`src/rtl/mem_pkg.sv`:
```
// Shared definitions for the RV64 memory-access stage: funct3 encodings, trap causes,
// FSM state type and access-size decode helpers.
package mem_pkg;

  localparam logic [2:0] F3_B  = 3'b000;
  localparam logic [2:0] F3_H  = 3'b001;
  localparam logic [2:0] F3_W  = 3'b010;
  localparam logic [2:0] F3_D  = 3'b011;
  localparam logic [2:0] F3_BU = 3'b100;
  localparam logic [2:0] F3_HU = 3'b101;
  localparam logic [2:0] F3_WU = 3'b110;

  localparam logic [3:0] CAUSE_LD_MISALIGN = 4'd4;
  localparam logic [3:0] CAUSE_ST_MISALIGN = 4'd6;

  typedef enum logic [2:0] {
    StIdle,
    StReq,
    StWait,
    StDone,
    StDrain
  } state_e;

  // Low offset bits that must be zero for a naturally aligned access.
  function automatic logic [2:0] size_mask(input logic [1:0] sz);
    case (sz)
      2'd0:    return 3'b000;
      2'd1:    return 3'b001;
      2'd2:    return 3'b011;
      default: return 3'b111;
    endcase
  endfunction

  function automatic logic [7:0] byte_en(input logic [1:0] sz);
    case (sz)
      2'd0:    return 8'h01;
      2'd1:    return 8'h03;
      2'd2:    return 8'h0F;
      default: return 8'hFF;
    endcase
  endfunction

endpackage

```
`src/rtl/mem_access_stage_if.sv`:
```
// Data-bus request/response channel between the MEM stage (master) and memory (slave).
interface mem_access_stage_if #(
  parameter int unsigned XLEN = 64
);
  logic            req_valid;
  logic            req_ready;
  logic [XLEN-1:0] req_addr;
  logic            req_wen;
  logic [7:0]      req_wmask;
  logic [XLEN-1:0] req_wdata;
  logic            resp_valid;
  logic [XLEN-1:0] resp_rdata;

  modport master (
    output req_valid, req_addr, req_wen, req_wmask, req_wdata,
    input  req_ready, resp_valid, resp_rdata
  );

  modport slave (
    input  req_valid, req_addr, req_wen, req_wmask, req_wdata,
    output req_ready, resp_valid, resp_rdata
  );
endinterface

```
`src/rtl/mem_align.sv`:
```
// Byte-lane alignment: store data/mask shift-up, or load data shift-down plus extension.
module mem_align
  import mem_pkg::*;
#(
  parameter int unsigned XLEN = 64
) (
  input  logic            i_load,
  input  logic [2:0]      i_op,
  input  logic [2:0]      i_off,
  input  logic [XLEN-1:0] i_data,
  output logic [XLEN-1:0] o_data,
  output logic [7:0]      o_wmask
);

  logic [5:0]      w_shamt;
  logic [XLEN-1:0] w_shl;
  logic [XLEN-1:0] w_shr;
  logic [XLEN-1:0] w_ext;

  assign w_shamt = {i_off, 3'b000};
  assign w_shl   = i_data << w_shamt;
  assign w_shr   = i_data >> w_shamt;
  assign o_wmask = byte_en(i_op[1:0]) << i_off;

  always_comb begin
    w_ext = w_shr;
    unique case (i_op)
      F3_B:    w_ext = {{(XLEN-8){w_shr[7]}}, w_shr[7:0]};
      F3_H:    w_ext = {{(XLEN-16){w_shr[15]}}, w_shr[15:0]};
      F3_W:    w_ext = {{(XLEN-32){w_shr[31]}}, w_shr[31:0]};
      F3_BU:   w_ext = {{(XLEN-8){1'b0}}, w_shr[7:0]};
      F3_HU:   w_ext = {{(XLEN-16){1'b0}}, w_shr[15:0]};
      F3_WU:   w_ext = {{(XLEN-32){1'b0}}, w_shr[31:0]};
      default: w_ext = w_shr;
    endcase
  end

  assign o_data = i_load ? w_ext : w_shl;

endmodule

```
`src/rtl/mem_access_stage.sv`:
```
// RV64 MEM stage: turns load/store micro-ops into one valid/ready bus transaction,
// stalling the pipeline until the response arrives, and traps misaligned accesses.
module mem_access_stage
  import mem_pkg::*;
#(
  parameter int unsigned XLEN         = 64,
  parameter bit          MISALIGN_EXC = 1'b1
) (
  input  logic            clk,
  input  logic            rst,
  input  logic            valid_mem,
  input  logic            flush,
  input  logic            stall_in,
  input  logic            re_mem,
  input  logic            we_mem_mem,
  input  logic [2:0]      mem_op,
  input  logic [XLEN-1:0] alu_res_mem,
  input  logic [XLEN-1:0] rs2_data_mem,
  output logic [XLEN-1:0] dmem_mem,
  output logic [XLEN-1:0] rw_wdata,
  output logic            stall_mem,
  output logic            except_happen_mem,
  output logic [3:0]      except_cause,
  output logic [XLEN-1:0] except_tval,
  mem_access_stage_if.master bus
);

  state_e          r_state, w_state_d;
  logic [XLEN-1:0] r_addr, r_wdata, r_rdata;
  logic [2:0]      r_op, r_off;
  logic            r_wen;
  logic [7:0]      r_wmask;

  logic            w_access, w_misalign, w_exc, w_issue, w_stall, w_req_valid;
  logic [2:0]      w_off, w_off_eff, w_smask;
  logic [XLEN-1:0] w_st_data, w_ld_data;
  logic [7:0]      w_st_wmask, unused_ld_wmask;

  assign w_access   = valid_mem & (re_mem | we_mem_mem) & ~flush;
  assign w_off      = alu_res_mem[2:0];
  assign w_smask    = size_mask(mem_op[1:0]);
  assign w_misalign = |(w_off & w_smask);
  // With trapping disabled a misaligned access is issued at the truncated offset.
  assign w_off_eff  = w_off & ~w_smask;
  assign w_issue    = w_access & ~(MISALIGN_EXC & w_misalign);
  assign w_exc      = MISALIGN_EXC & w_access & w_misalign & ~rst;

  assign except_happen_mem = w_exc;
  assign except_cause      = !w_exc ? 4'd0 : (we_mem_mem ? CAUSE_ST_MISALIGN : CAUSE_LD_MISALIGN);
  assign except_tval       = w_exc ? alu_res_mem : '0;

  mem_align #(.XLEN(XLEN)) u_st_align (
    .i_load  (1'b0),
    .i_op    (mem_op),
    .i_off   (w_off_eff),
    .i_data  (rs2_data_mem),
    .o_data  (w_st_data),
    .o_wmask (w_st_wmask)
  );

  mem_align #(.XLEN(XLEN)) u_ld_align (
    .i_load  (1'b1),
    .i_op    (r_op),
    .i_off   (r_off),
    .i_data  (bus.resp_rdata),
    .o_data  (w_ld_data),
    .o_wmask (unused_ld_wmask)
  );

  always_comb begin
    w_state_d   = r_state;
    w_stall     = 1'b0;
    w_req_valid = 1'b0;
    unique case (r_state)
      StIdle: begin
        if (w_issue) begin
          w_stall   = 1'b1;
          w_state_d = StReq;
        end
      end
      StReq: begin
        w_req_valid = 1'b1;
        w_stall     = 1'b1;
        // Once accepted the response must still be drained even if flushed.
        if (bus.req_ready) w_state_d = flush ? StDrain : StWait;
        else if (flush)    w_state_d = StIdle;
      end
      StWait: begin
        w_stall = 1'b1;
        if (flush)               w_state_d = bus.resp_valid ? StIdle : StDrain;
        else if (bus.resp_valid) w_state_d = StDone;
      end
      StDrain: begin
        w_stall = w_issue;
        if (bus.resp_valid) w_state_d = StIdle;
      end
      StDone: begin
        if (!stall_in) w_state_d = StIdle;
      end
      default: w_state_d = StIdle;
    endcase
  end

  always_ff @(posedge clk) begin
    if (rst) begin
      r_state <= StIdle;
      r_addr  <= '0;
      r_op    <= '0;
      r_off   <= '0;
      r_wen   <= 1'b0;
      r_wmask <= '0;
      r_wdata <= '0;
      r_rdata <= '0;
    end else begin
      r_state <= w_state_d;
      if (r_state == StIdle && w_issue) begin
        r_addr  <= {alu_res_mem[XLEN-1:3], 3'b000};
        r_op    <= mem_op;
        r_off   <= w_off_eff;
        r_wen   <= we_mem_mem;
        r_wmask <= w_st_wmask;
        r_wdata <= w_st_data;
      end
      if (r_state == StWait && bus.resp_valid && !flush) begin
        r_rdata <= r_wen ? '0 : w_ld_data;
      end
    end
  end

  assign stall_mem     = w_stall & ~rst;
  assign bus.req_valid = w_req_valid & ~rst;
  assign bus.req_addr  = r_addr;
  assign bus.req_wen   = r_wen;
  assign bus.req_wmask = r_wmask;
  assign bus.req_wdata = r_wdata;
  assign rw_wdata      = r_wdata;
  assign dmem_mem      = (r_state == StDone) ? r_rdata : '0;

endmodule

```
`src/flat_wrapper.sv`:
```
// flat-port wrapper written by rule: the top's interface ports become plain ports
module mem_access_stage_flat import mem_pkg::*;
#(
  parameter int unsigned XLEN         = 64,
  parameter bit          MISALIGN_EXC = 1'b1
)
  (clk, rst, valid_mem, flush, stall_in, re_mem, we_mem_mem, mem_op, alu_res_mem, rs2_data_mem, dmem_mem, rw_wdata, stall_mem, except_happen_mem, except_cause, except_tval, bus_req_valid, bus_req_addr, bus_req_wen, bus_req_wmask, bus_req_wdata, bus_req_ready, bus_resp_valid, bus_resp_rdata);
  mem_access_stage_if #(.XLEN(XLEN)) bus_i ();
  input  logic clk;
  input  logic rst;
  input  logic valid_mem;
  input  logic flush;
  input  logic stall_in;
  input  logic re_mem;
  input  logic we_mem_mem;
  input  logic [2:0] mem_op;
  input  logic [XLEN-1:0] alu_res_mem;
  input  logic [XLEN-1:0] rs2_data_mem;
  output logic [XLEN-1:0] dmem_mem;
  output logic [XLEN-1:0] rw_wdata;
  output logic stall_mem;
  output logic except_happen_mem;
  output logic [3:0] except_cause;
  output logic [XLEN-1:0] except_tval;
  output wire logic [$bits(bus_i.req_valid)-1:0] bus_req_valid;
  output wire logic [$bits(bus_i.req_addr)-1:0] bus_req_addr;
  output wire logic [$bits(bus_i.req_wen)-1:0] bus_req_wen;
  output wire logic [$bits(bus_i.req_wmask)-1:0] bus_req_wmask;
  output wire logic [$bits(bus_i.req_wdata)-1:0] bus_req_wdata;
  input wire logic [$bits(bus_i.req_ready)-1:0] bus_req_ready;
  input wire logic [$bits(bus_i.resp_valid)-1:0] bus_resp_valid;
  input wire logic [$bits(bus_i.resp_rdata)-1:0] bus_resp_rdata;
  assign bus_req_valid = bus_i.req_valid;
  assign bus_req_addr = bus_i.req_addr;
  assign bus_req_wen = bus_i.req_wen;
  assign bus_req_wmask = bus_i.req_wmask;
  assign bus_req_wdata = bus_i.req_wdata;
  assign bus_i.req_ready = bus_req_ready;
  assign bus_i.resp_valid = bus_resp_valid;
  assign bus_i.resp_rdata = bus_resp_rdata;
  mem_access_stage #(.XLEN(XLEN), .MISALIGN_EXC(MISALIGN_EXC)) u_core (.clk(clk), .rst(rst), .valid_mem(valid_mem), .flush(flush), .stall_in(stall_in), .re_mem(re_mem), .we_mem_mem(we_mem_mem), .mem_op(mem_op), .alu_res_mem(alu_res_mem), .rs2_data_mem(rs2_data_mem), .dmem_mem(dmem_mem), .rw_wdata(rw_wdata), .stall_mem(stall_mem), .except_happen_mem(except_happen_mem), .except_cause(except_cause), .except_tval(except_tval), .bus(bus_i));
endmodule
```
`config.mk`:
```
export PLATFORM = sky130hd
export DESIGN_NAME = mem_access_stage_flat
export DESIGN_NICKNAME = d
export VERILOG_FILES = /design/src/rtl/mem_pkg.sv /design/src/rtl/mem_access_stage_if.sv /design/src/rtl/mem_align.sv /design/src/rtl/mem_access_stage.sv /design/src/flat_wrapper.sv
export SDC_FILE = /design/constraint.sdc
export NUM_CORES = 1
export LEC_CHECK = 0
export ABC_AREA = 1
export CAP_MARGIN = 20
export CELL_PAD_IN_SITES_DETAIL_PLACEMENT = 2
export CELL_PAD_IN_SITES_GLOBAL_PLACEMENT = 2
export CORE_MARGIN = 3
export CORE_UTILIZATION = 22
export CTS_BUF_LIST = sky130_fd_sc_hd__clkbuf_8
export DETAILED_ROUTE_END_ITERATION = 10
export GPL_ROUTABILITY_DRIVEN = 0
export HOLD_SLACK_MARGIN = 0.15
export PLACE_DENSITY = 0.89
export RECOVER_POWER = 50
export SLEW_MARGIN = 0
export SYNTH_ARGS = -nofsm -noshare
export SYNTH_HDL_FRONTEND = slang
export SYNTH_SLANG_ARGS = --single-unit
```
`constraint.sdc`:
```
create_clock -name clk -period 1.7 [get_ports clk]
set_input_delay 0.17 -clock clk [delete_from_list [all_inputs] [get_ports clk]]
set_output_delay 0.17 -clock clk [all_outputs]
set_load 0.03 [all_outputs]
```
Word level (Yosys, flattened, before mapping)
Cells that the tools add are included.
Widths: inputs -> output; s select.
Cells by class
  add/subtract/negate cells: 0
  multiply operators: 0
  divide/modulo/power cells: 0
  $lt $le $gt $ge: 0
  equal/unequal tests: 16
  shift operators: 3
  mux-type cells: 21
  bitwise logic cells: 14
  reduce and logical (&&, ||, !) cells: 10
Operators by type and width (number)
  $pmux 64 s6: 1
  $mux 64: 3
  $shl 64x6->64: 1
  $shr 64x6->64: 1
  $mux 3: 9
  $pmux 8 s3: 1
  $pmux 3 s5: 1
  $eq 3x3->1 const B: 4
  $eq 3x2->1 const B: 3
  $pmux 3 s3: 1
  $shl 8x3->8: 1
  $and 1x1->1: 7
  $and 3x3->3: 2
  $eq 3x1->1 const B: 2
  $logic_not 3->1: 2
  $ne 3x3->1 const B: 2
  $reduce_and 5->1: 1
  $mux 4: 1
  $ne 2x2->1 const B: 2
  $logic_and 1x1->1: 3
  $not 1->1: 3
  $not 3->3: 1
  $pmux 1 s3: 1
  $reduce_or 3->1: 1
  9 further kinds: 10
Word-level totals
  flip-flop bits (word level): 207
  bits in latches: 0
  memory bits (writable): 0
  memory bits (read-only): 0
  bits of input ports: 204
  logic and storage cells: 72
  memories: 0

Logic depth before layout (Yosys ltp)
Gate-level depths: netlist of run 1.
  word-level depth: 9
  depth in mapped cells: 13
  gate-level depth less buffers: 10

Modules after synthesis
A second synthesis of run 1 with hierarchy kept.
Unflattened totals
  cell total of the unflattened synthesis: 3086
  area, all modules: 18197.5 sq um
Modules (own cells, without submodules)
  mem_access_stage: times used 1, cells an instance 1236, area each 9288.9 sq um
  mem_align: times used 2, cells an instance 925, area each 4454.3 sq um

Worst setup path before layout of run 1
OpenSTA, ideal clock, no wires.
  path kind: input -> output
  from: in valid_mem
  to: out except_cause[1]
  arrival time: 1660 ps
  required time: 1530 ps
  slack: -130 ps
  cell stages on the path: 8
  buffers on the path: 2
  cells stage by stage: inv_1 > nor3_2 > inv_1 > nor3_4 > inv_2 > buf_6 > buf_6 > nor2_1
On the way
  cells in the longest elaborated chain, start to end: 5
Ends and longest elaborated chain
  from (decl): line flat_wrapper.sv:11  | input logic valid_mem;
  $and 1x1->1 (2 in series): line mem_access_stage.sv:39  | assign w_access = valid_mem & (re_mem | we_mem_mem) & ~flush;
  $and 1x1->1 (2 in series): line mem_access_stage.sv:46  | assign w_exc = MISALIGN_EXC & w_access & w_misalign & ~rst;
  via except_happen_mem: line flat_wrapper.sv:22  | output logic except_happen_mem;
  $mux 4: line mem_access_stage.sv:49  | assign except_cause = !w_exc ? 4'd0 : (we_mem_mem ? CAUSE_ST_MISALIGN : CAUSE_LD_MISALIGN);
  to (decl): line flat_wrapper.sv:23  | output logic [3:0] except_cause;
The timed path passes the listed nets, and every way through them passes these cells.

Worst setup path in the final report of run 1
  from: reg u_core.r_state[2]
  to: out stall_mem
On the way
  cells in the longest elaborated chain, start to end: 4
  elaborated cells between the ends (all ways): 7
  classes of those cells: eq/ne (3); mux (1); bitwise (1); reduce/logical (2)
Ends and longest elaborated chain
  from (decl): line mem_access_stage.sv:28  | state_e r_state, w_state_d;
  from (signal assigned): line mem_access_stage.sv:106  | r_state <= StIdle;
  from (signal assigned): line mem_access_stage.sv:115  | r_state <= w_state_d;
  $eq 3x1->1 or $eq 3x2->1 (tied branches): line mem_access_stage.sv:74  | unique case (r_state)
  $reduce_or 2->1 (no line)
  $pmux 1 s3 *: line mem_access_stage.sv:74
  $and 1x1->1 *: line mem_access_stage.sv:130  | assign stall_mem = w_stall & ~rst;
  to (decl): line flat_wrapper.sv:21  | output logic stall_mem;
Every way passes the cells marked *; elsewhere a longest branch is shown, timed or not.

==> results of run 1 <==
[layout by cell type, fill, tap and decap left out, types with 56 or more instances in the layout]
cell             count
dlygate4sd2_1      168
nor2_1              84
buf_12             107
buf_6               60
clkbuf_8            56
nand2_1            520
nand3_1            146
o21ai_0            111
clkdlybuf4s50_1    193
o211ai_1            78
buf_4              222
nor2_4              81
inv_1              215
a21oi_2             60
dfxtp_1            202
o21ai_1             56
a21oi_1            198
[worst max-delay path by stage]
stage | depth (start not counted) | end | start | slack, ns
2_1_floorplan | 8 | except_cause[1] | valid_mem | -0.13
5_1_grt | 6 | stall_mem | u_core.r_state[2] | -0.58
3_3_place_gp | 9 | except_tval[63] | we_mem_mem | -0.67
3_5_place_dp | 9 | u_core.bus.req_addr[32] | we_mem_mem | -0.93
6_report | 6 | stall_mem | u_core.r_state[2] | -0.55
4_1_cts | 7 | dmem_mem[35] | u_core.r_state[0] | -0.44
[layer usage]
metal / global-route usage [%] / wire, µm
met1: 32.56 / 38090
met5: 0 / 26
met4: 20.79 / 8800
met2: 54.60 / 54590
met3: 6.659 / 7852
[per-stage QoR]
step	power [µW]	setup WS (ns)	hold slack (ns)	std cells	TNS, ns
3_5_place_dp	11160	-0.9337	0.4612	3410	-166.12
5_1_grt	19160	-0.5823	0.1664	3569	-100.46
2_1_floorplan	8326	-0.1302	0.3186	2120	-7.275
6_report	18590	-0.5531	0.1717	3569	-82.74
3_3_place_gp	10810	-0.6675	0.4554	3410	-138.06
4_1_cts	17430	-0.4414	0.1515	3531	-42.82
[area by class of cell]
| cell class | count | area share, % |
|---|---|---|
| clock buffer | 56 | 3.209 |
| timing repair buffer | 835 | 38.70 |
| sequential | 207 | 17.30 |
| antenna | 8 | 0.08335 |
| multi-input combinational | 1460 | 32.67 |
| timing repair inverter | 1 | 0.03646 |
| inverter | 219 | 3.605 |
| clock inverter | 18 | 0.4063 |
| tap | 765 | 3.985 |
[kinds of logic (layout without fill, tap and decap cells)]
| group | count (synthesis) | count (layout) | share of synthesized area (%) |
|---|---|---|---|
| buffers and inverters | 453 | 1129 | 16.98 |
| flip-flops | 207 | 207 | 31.73 |
| AND/OR/NAND/NOR | 916 | 916 | 28.88 |
| AO/OA/AOI/OAI | 539 | 539 | 22.39 |
| other | 1 | 13 | 0.02871 |
[where the power goes]
part	total, µW	leakage (µW)	switching [µW]	internal (µW)
Clock	5850	0.000503	2770	3080
Sequential	5500	0.00168	328	5170
Combinational	7240	0.00851	4570	2670
Total	18600	0.0107	7670	10900
[tightest hold or removal path: cells and delay by family]
kind / cells / cell delay (ns)
buf+inv: 2 / 0.49
compound gates: 1 / 0.07
[what timing repair did]
action | in CTS | in global routing
pin swaps | 12 | 10
hold endpoints to repair | 68 | 0
hold buffers | 13 | 0
setup buffers | 18 | 18
gates resized for setup | 579 | 164
setup endpoints to repair | 520 | 354
gates cloned | 18 | 13
[sequential cells by signal, summed over array words and instances (netlist names)]
signal	count
u_core.r_off	3
u_core.bus.req_wdata	64
u_core.r_op	3
u_core.bus.req_wmask	8
u_core.bus.req_wen	1
u_core.r_rdata	64
u_core.r_state	3
u_core.bus.req_addr	61
==> out/results.txt, run 1 <==
final period utilization = 132.5%
Worst-Margin Slew = 0.5623 ns
utilization after layout = 41.24%
fill cell count = 6458
RSZ-0062 raised after global routing = yes
Avg Inst Size Synth = 6.172 µm²
Placed Area = 20570 µm²
top cells by area, synth = dfxtp_1, nand2_1, a21oi_1, inv_1, nand3_1
top-count cell post-synth = nand2_1
share of cells above drive strength 1 = 27.22%
Die Span Y = 249.6 µm
post-layout instance area = 24020 µm²
Yosys Warn Count = 0
IO Pins = 540
worst r2r src = u_core.r_state[0]
CTS tree = yes
total gr overflow = 0
max-slew violation count = 0
leakage = 0.01069 µW
worst hold path class = in2reg
Critical Path RT = 1.53 ns
Cell variety after synth = 32
routed vias/inst = 5.477
first-pass GRT wire length = 146.0 mm
drt initial violations = 1631
Initial Utilization = 22.42%
area of the multi-input gates = 7848 µm²
clock latency on the worst-skew pair = 0.64 ns
register area = 4155 µm²
hold depth = 3
Post-Synthesis Cells = 2116
First-pass DRT Iterations = 5
H-Tree Depth = 2
Hold Vio Cnt, Final = 0
clk slew on worst S/H paths = 0.07 ns
cell mode on critical path = buf_4
most common library cells after synthesis = nand2_1, a21oi_1, dfxtp_1
top cell family by delay on the critical path = buffers and inverters
initial antenna violation count = 10
CP startpoint kind = flop
Max Root-Sink Buffers = 3
clk sink count = 207
Max transition margin = 62.12%
VDD IR max = 0.0005022 V
final WL = 109.4 mm
kind of critical path = reg2out
area grow syn2layout = 83.91%
cts bufs inserted = 43
CP peak stage delay = 0.37 ns
P per Cell Area = 773.8 nW/µm²
core footprint = 58250 µm²
max_cap viols = 0
DP Wirelength = 64.07 mm
hold worst-path end = u_core.bus.req_addr[13]
std cell rows = 88
DIE AREA = 62320 µm²
Root Driver = clkbuf_8
Die X = 249.6 µm
top cell type's share of synthesized area = 31.73%
worst setup skew after layout = 0.06213 ns
largest net degree at the start of global routing = 78
outcome = finished, violations left
fin nets = 2971
Mapped Area = 13060 µm²
DRC viols = 0
buffers and inverters on the worst path = 4
reg2reg setup slack = -0.42 ns
final setup fails = 355
crit path max fanout = 4
f_max = 443.8 MHz
Post-synth EDFFs = 0
leading area contributor after synthesis = dfxtp_1
violated checks = setup timing
critical path's slowest cell = dfxtp_1
vias = 19550
port bufs = 534
FF-to-FF path depth = 12
CP cell instances = inv_1, buf_4, nand3_1, a31oi_1, buf_4, buf_12
setup ws final = -0.5531 ns
vias in the first global route = 21220
Final min period = 2.253 ns
r2r endpoint = u_core.bus.req_addr[46]
worst hold path startpoint = alu_res_mem[13]
crit path capture type = primary output
FF+latch count, synth = 207
Detail Route Antenna Nets = 0
Total GRT Usage = 30.75%
Post-synth top flop = dfxtp_1
per-cell routed wire length = 30.64 µm
asr flop ratio synth = 0%
Seq/Total Area, Yosys = 31.73%
Arr. time, crit path = 2.08 ns
No activity file was read; power rests on OpenSTA's default activity.
==> run 2: changes to the inputs <==
- ABC_AREA: 1 -> default
- CORE_UTILIZATION: 22 -> 24
- GPL_ROUTABILITY_DRIVEN: 0 -> default
==> run 2 against run 1 <==
  * The flow still finishes with violations (setup timing)
  * Synthesized cell count is 33% lower
  * First-iteration DRC count is 1.9% lower
  * Sequential cell count stayed put
  * Global-route usage is 6.3 points higher
  * Synthesized area is 8.3% lower
  * Fmax is 9.5% lower
  * Sequential power is 6.9% lower
  * Routed wire length is 14% higher
  * Register-to-register slack worse by 0.37 ns
  * Clock power is 2% higher
  * Largest cell class unchanged
  * Highest routed layer unchanged
==> out/results.txt, run 2 <==
Int Pwr = 10000 µW (-8.4%)
reg2reg setup slack = -0.79 ns (-0.37 ns)
most common cell after layout, fill and taps aside = buf_4
largest net degree at the start of global routing = 76 (-2.6%)
crit path max fanout = 6 (+2)
post-layout instance area = 26140 µm² (+8.8%)
H-Tree Depth = 2 (unchanged)
FF+latch count, synth = 207 (unchanged)
std cell rows = 81 (-8.0%)
post-synthesis xor/xnor area fraction = 0.07315% (+0.073 points)
final setup fails = 391 (+10%)
Total GRT Usage = 37.07% (+6.3 points)
Initial Utilization = 24.36% (+1.9 points)
total gr overflow = 0 (unchanged)
per-cell routed wire length = 42.97 µm (+40%)
FF-to-FF path depth = 11 (-1)
cts bufs inserted = 41 (-4.7%)
utilization after layout = 53.18% (+12 points)
Max transition margin = 45.62% (-16 points)
top-count cell post-synth = nand2_1
r2r endpoint = u_core.bus.req_wdata[52]
Detail Route Antenna Nets = 0 (unchanged)
first-pass GRT wire length = 143.4 mm (-1.8%)
Avg Inst Size Synth = 8.492 µm² (+38%)
Arr. time, crit path = 2.94 ns (+0.86 ns)
clk sink count = 207 (unchanged)
First-pass DRT Iterations = 5 (unchanged)
Worst-Margin Slew = 0.8094 ns (+0.2472 ns)
crit path capture type = flop
vias in the first global route = 18670 (-12%)
multiplexer share of the synthesized area = 16.22% (+16 points)
asr flop ratio synth = 0% (unchanged)
hold worst-path end = u_core.r_op[2]
top cell type's share of synthesized area = 34.61% (+2.9 points)
CP cell instances = buf_6, nor2_4, o2111ai_4, buf_6, nor2_4, buf_6, buf_12, buf_12, buf_16, nor2_4, a311oi_2
Synth Area in Compound Gates = 18.92% (-3.5 points)
VDD IR max = 0.0005462 V (+8.8%)
Final min period = 2.490 ns (+0.2371 ns)
fin cells = 2897 (-19%)
top cell family by delay on the critical path = buffers and inverters
max-slew violation count = 0 (unchanged)
Gate power share = 29.8% (-9.2 points)
pre-CTS setup slack = -0.9192 ns (+0.01450 ns)
sequential share of power = 32.4% (+2.8 points)
f_max = 401.6 MHz (-9.5%)
worst setup skew after layout = 0.03582 ns (-0.02632 ns)
DIE AREA = 52610 µm² (-16%)
setup TNS = -133.58 ns (-50.84 ns)
leading area contributor after synthesis = dfxtp_1
Die Span Y = 229.4 µm (-8.1%)
Post-Synthesis Cells = 1410 (-33%)
worst r2r src = u_core.r_state[0]
Cell variety after synth = 59 (+84%)
CTS tree = yes
Critical Path RT = 2.15 ns (+0.62 ns)
final period utilization = 146.5% (+14 points)
port bufs = 534 (unchanged)
Yosys Warn Count = 0 (unchanged)
hold depth = 3 (unchanged)
kind of critical path = reg2reg
switching pwr = 5812 µW (-24%)
RSZ-0062 raised after global routing = yes
final WL = 124.5 mm (+14%)
Max Root-Sink Buffers = 3 (unchanged)
share of cells above drive strength 1 = 54.22% (+27 points)
largest family of logic cells by synthesized area = simple AND/OR/NAND/NOR gates
Post-synth EDFFs = 0 (unchanged)
initial antenna violation count = 18 (+8)
IO Pins = 540 (unchanged)
area grow syn2layout = 118.3%
CP startpoint kind = flop
Final Wtd Congestion = 0.9103
routed vias/inst = 6.165 (+13%)
Die X = 229.4 µm (-8.1%)
CP peak stage delay = 0.52 ns (+0.15 ns)
most frequent cells in the layout = buf_4, dfxtp_1, clkdlybuf4s50_1, dlygate4sd2_1, buf_6
critical path's slowest cell = a311oi_2
clk slew on worst S/H paths = 0.08 ns (about the same)
Root Driver = clkbuf_8
Sw Ratio = 36.76% (-4.5 points)
vias = 17860 (-8.6%)
drt initial violations = 1600 (-1.9%)
violated checks = setup timing
outcome = finished, violations left
Post-synth top flop = dfxtp_1
worst hold path startpoint = mem_op[2]
Mapped Area = 11970 µm² (-8.3%)
leakage = 0.01109 µW (+3.7%)
top cells by area, synth = dfxtp_1, mux4_2, nand2_1, a21oi_1, buf_4
Synth Area in Adders = 0% (unchanged)
worst hold path class = in2reg
DP Wirelength = 56.74 mm (-11%)
Placed Area = 19400 µm² (-5.7%)
most common library cells after synthesis = nand2_1, dfxtp_1, a21oi_1
Seq/Total Area, Yosys = 34.61% (+2.9 points)
core footprint = 49150 µm² (-16%)
post-synthesis simple-gate area fraction = 21.23% (-7.6 points)
Hold Vio Cnt, Final = 0 (unchanged)
DP Cell Count = 2628 (-23%)
DRC viols = 0 (unchanged)
max_cap viols = 0 (unchanged)
fin nets = 2393 (-19%)
buffers and inverters on the worst path = 6 (+2)
P per Cell Area = 605.0 nW/µm² (-22%)
clock network fraction of total power = 37.8% (+6.3 points)
setup ws final = -0.7902 ns (-0.2371 ns)
clock latency on the worst-skew pair = 0.63 ns (about the same)
==> run 2: how the worst max path moves through the flow <==
stage / startpoint / endpoint / slack [ns] / cells after the start
floorplan: u_core.r_off[1] / u_core.r_rdata[38] / -0.60 / 8
global placement: bus_resp_rdata[39] / u_core.r_rdata[36] / -0.86 / 7
detailed placement: bus_resp_rdata[39] / u_core.r_rdata[58] / -0.92 / 8
CTS: u_core.r_off[1] / u_core.r_rdata[37] / -0.62 / 6
global route: u_core.r_state[2] / u_core.bus.req_wdata[52] / -0.79 / 11
finish: u_core.r_state[0] / u_core.bus.req_wdata[52] / -0.79 / 11
==> run 2: tightest hold or removal path: cells and delay by family <==
kind            cells  cell delay, ns
buf+inv             1            0.44
compound gates      1            0.05
simple gates        1            0.08
==> run 2: repair_timing <==
item | in CTS | in global routing
cloned | 48 | 13
hold endpoints to repair | 22 | 0
setup endpoints to repair | 512 | 355
hold buffers | 10 | 0
setup buffers | 63 | 86
resized for setup | 809 | 470
pin swaps | 187 | 181
==> run 2: power by group through the flow <==
| stage | logic (µW) | registers (µW) | clock network [µW] |
|---|---|---|---|
| 2_1_floorplan | 1220 | 5310 | 0 |
| 3_3_place_gp | 2910 | 5150 | 0 |
| 3_5_place_dp | 3040 | 5160 | 0 |
| 4_1_cts | 3760 | 5070 | 5610 |
| 5_1_grt | 4720 | 5110 | 6150 |
| 6_report | 4710 | 5120 | 5980 |
==> run 2: metal layers <==
layer  global-route usage, %  part of all wire [%]  routed length [µm]
met5                       0                 0.051                  63
met4                   25.69                    12               14400
met3                   7.935                   8.8               10940
met1                   37.94                    32               39610
met2                   67.31                    48               59480
==> run 2: cells by family (layout without fill, tap and decap cells) <==
group,count (synthesis),after routing
buf+inv,205,1002
flops,207,207
other cells,1,21
simple gates,535,538
xor+xnor,1,1
mux,125,125
compound gates,336,339
==> run 2: cell type report <==
type / instances / area [µm²]
Sequential cell: 207 / 4156
Fill cell: 4751 / 23020
Antenna cell: 16 / 40.04
Clock inverter: 16 / 98.84
Timing Repair Buffer: 925 / 10350
Tap cell: 664 / 830.8
Clock buffer: 55 / 757.0
Inverter: 6 / 42.54
Multi-Input combinational cell: 1008 / 9857
==> run 2: per-stage QoR <==
stage               power [µW]  hold slack [ns]
detailed placement        8201           0.4388
finish                   15810           0.1962
CTS                      14440           0.1518
floorplan                 6529           0.2798
global placement          8060           0.4304
global route             15980           0.1939
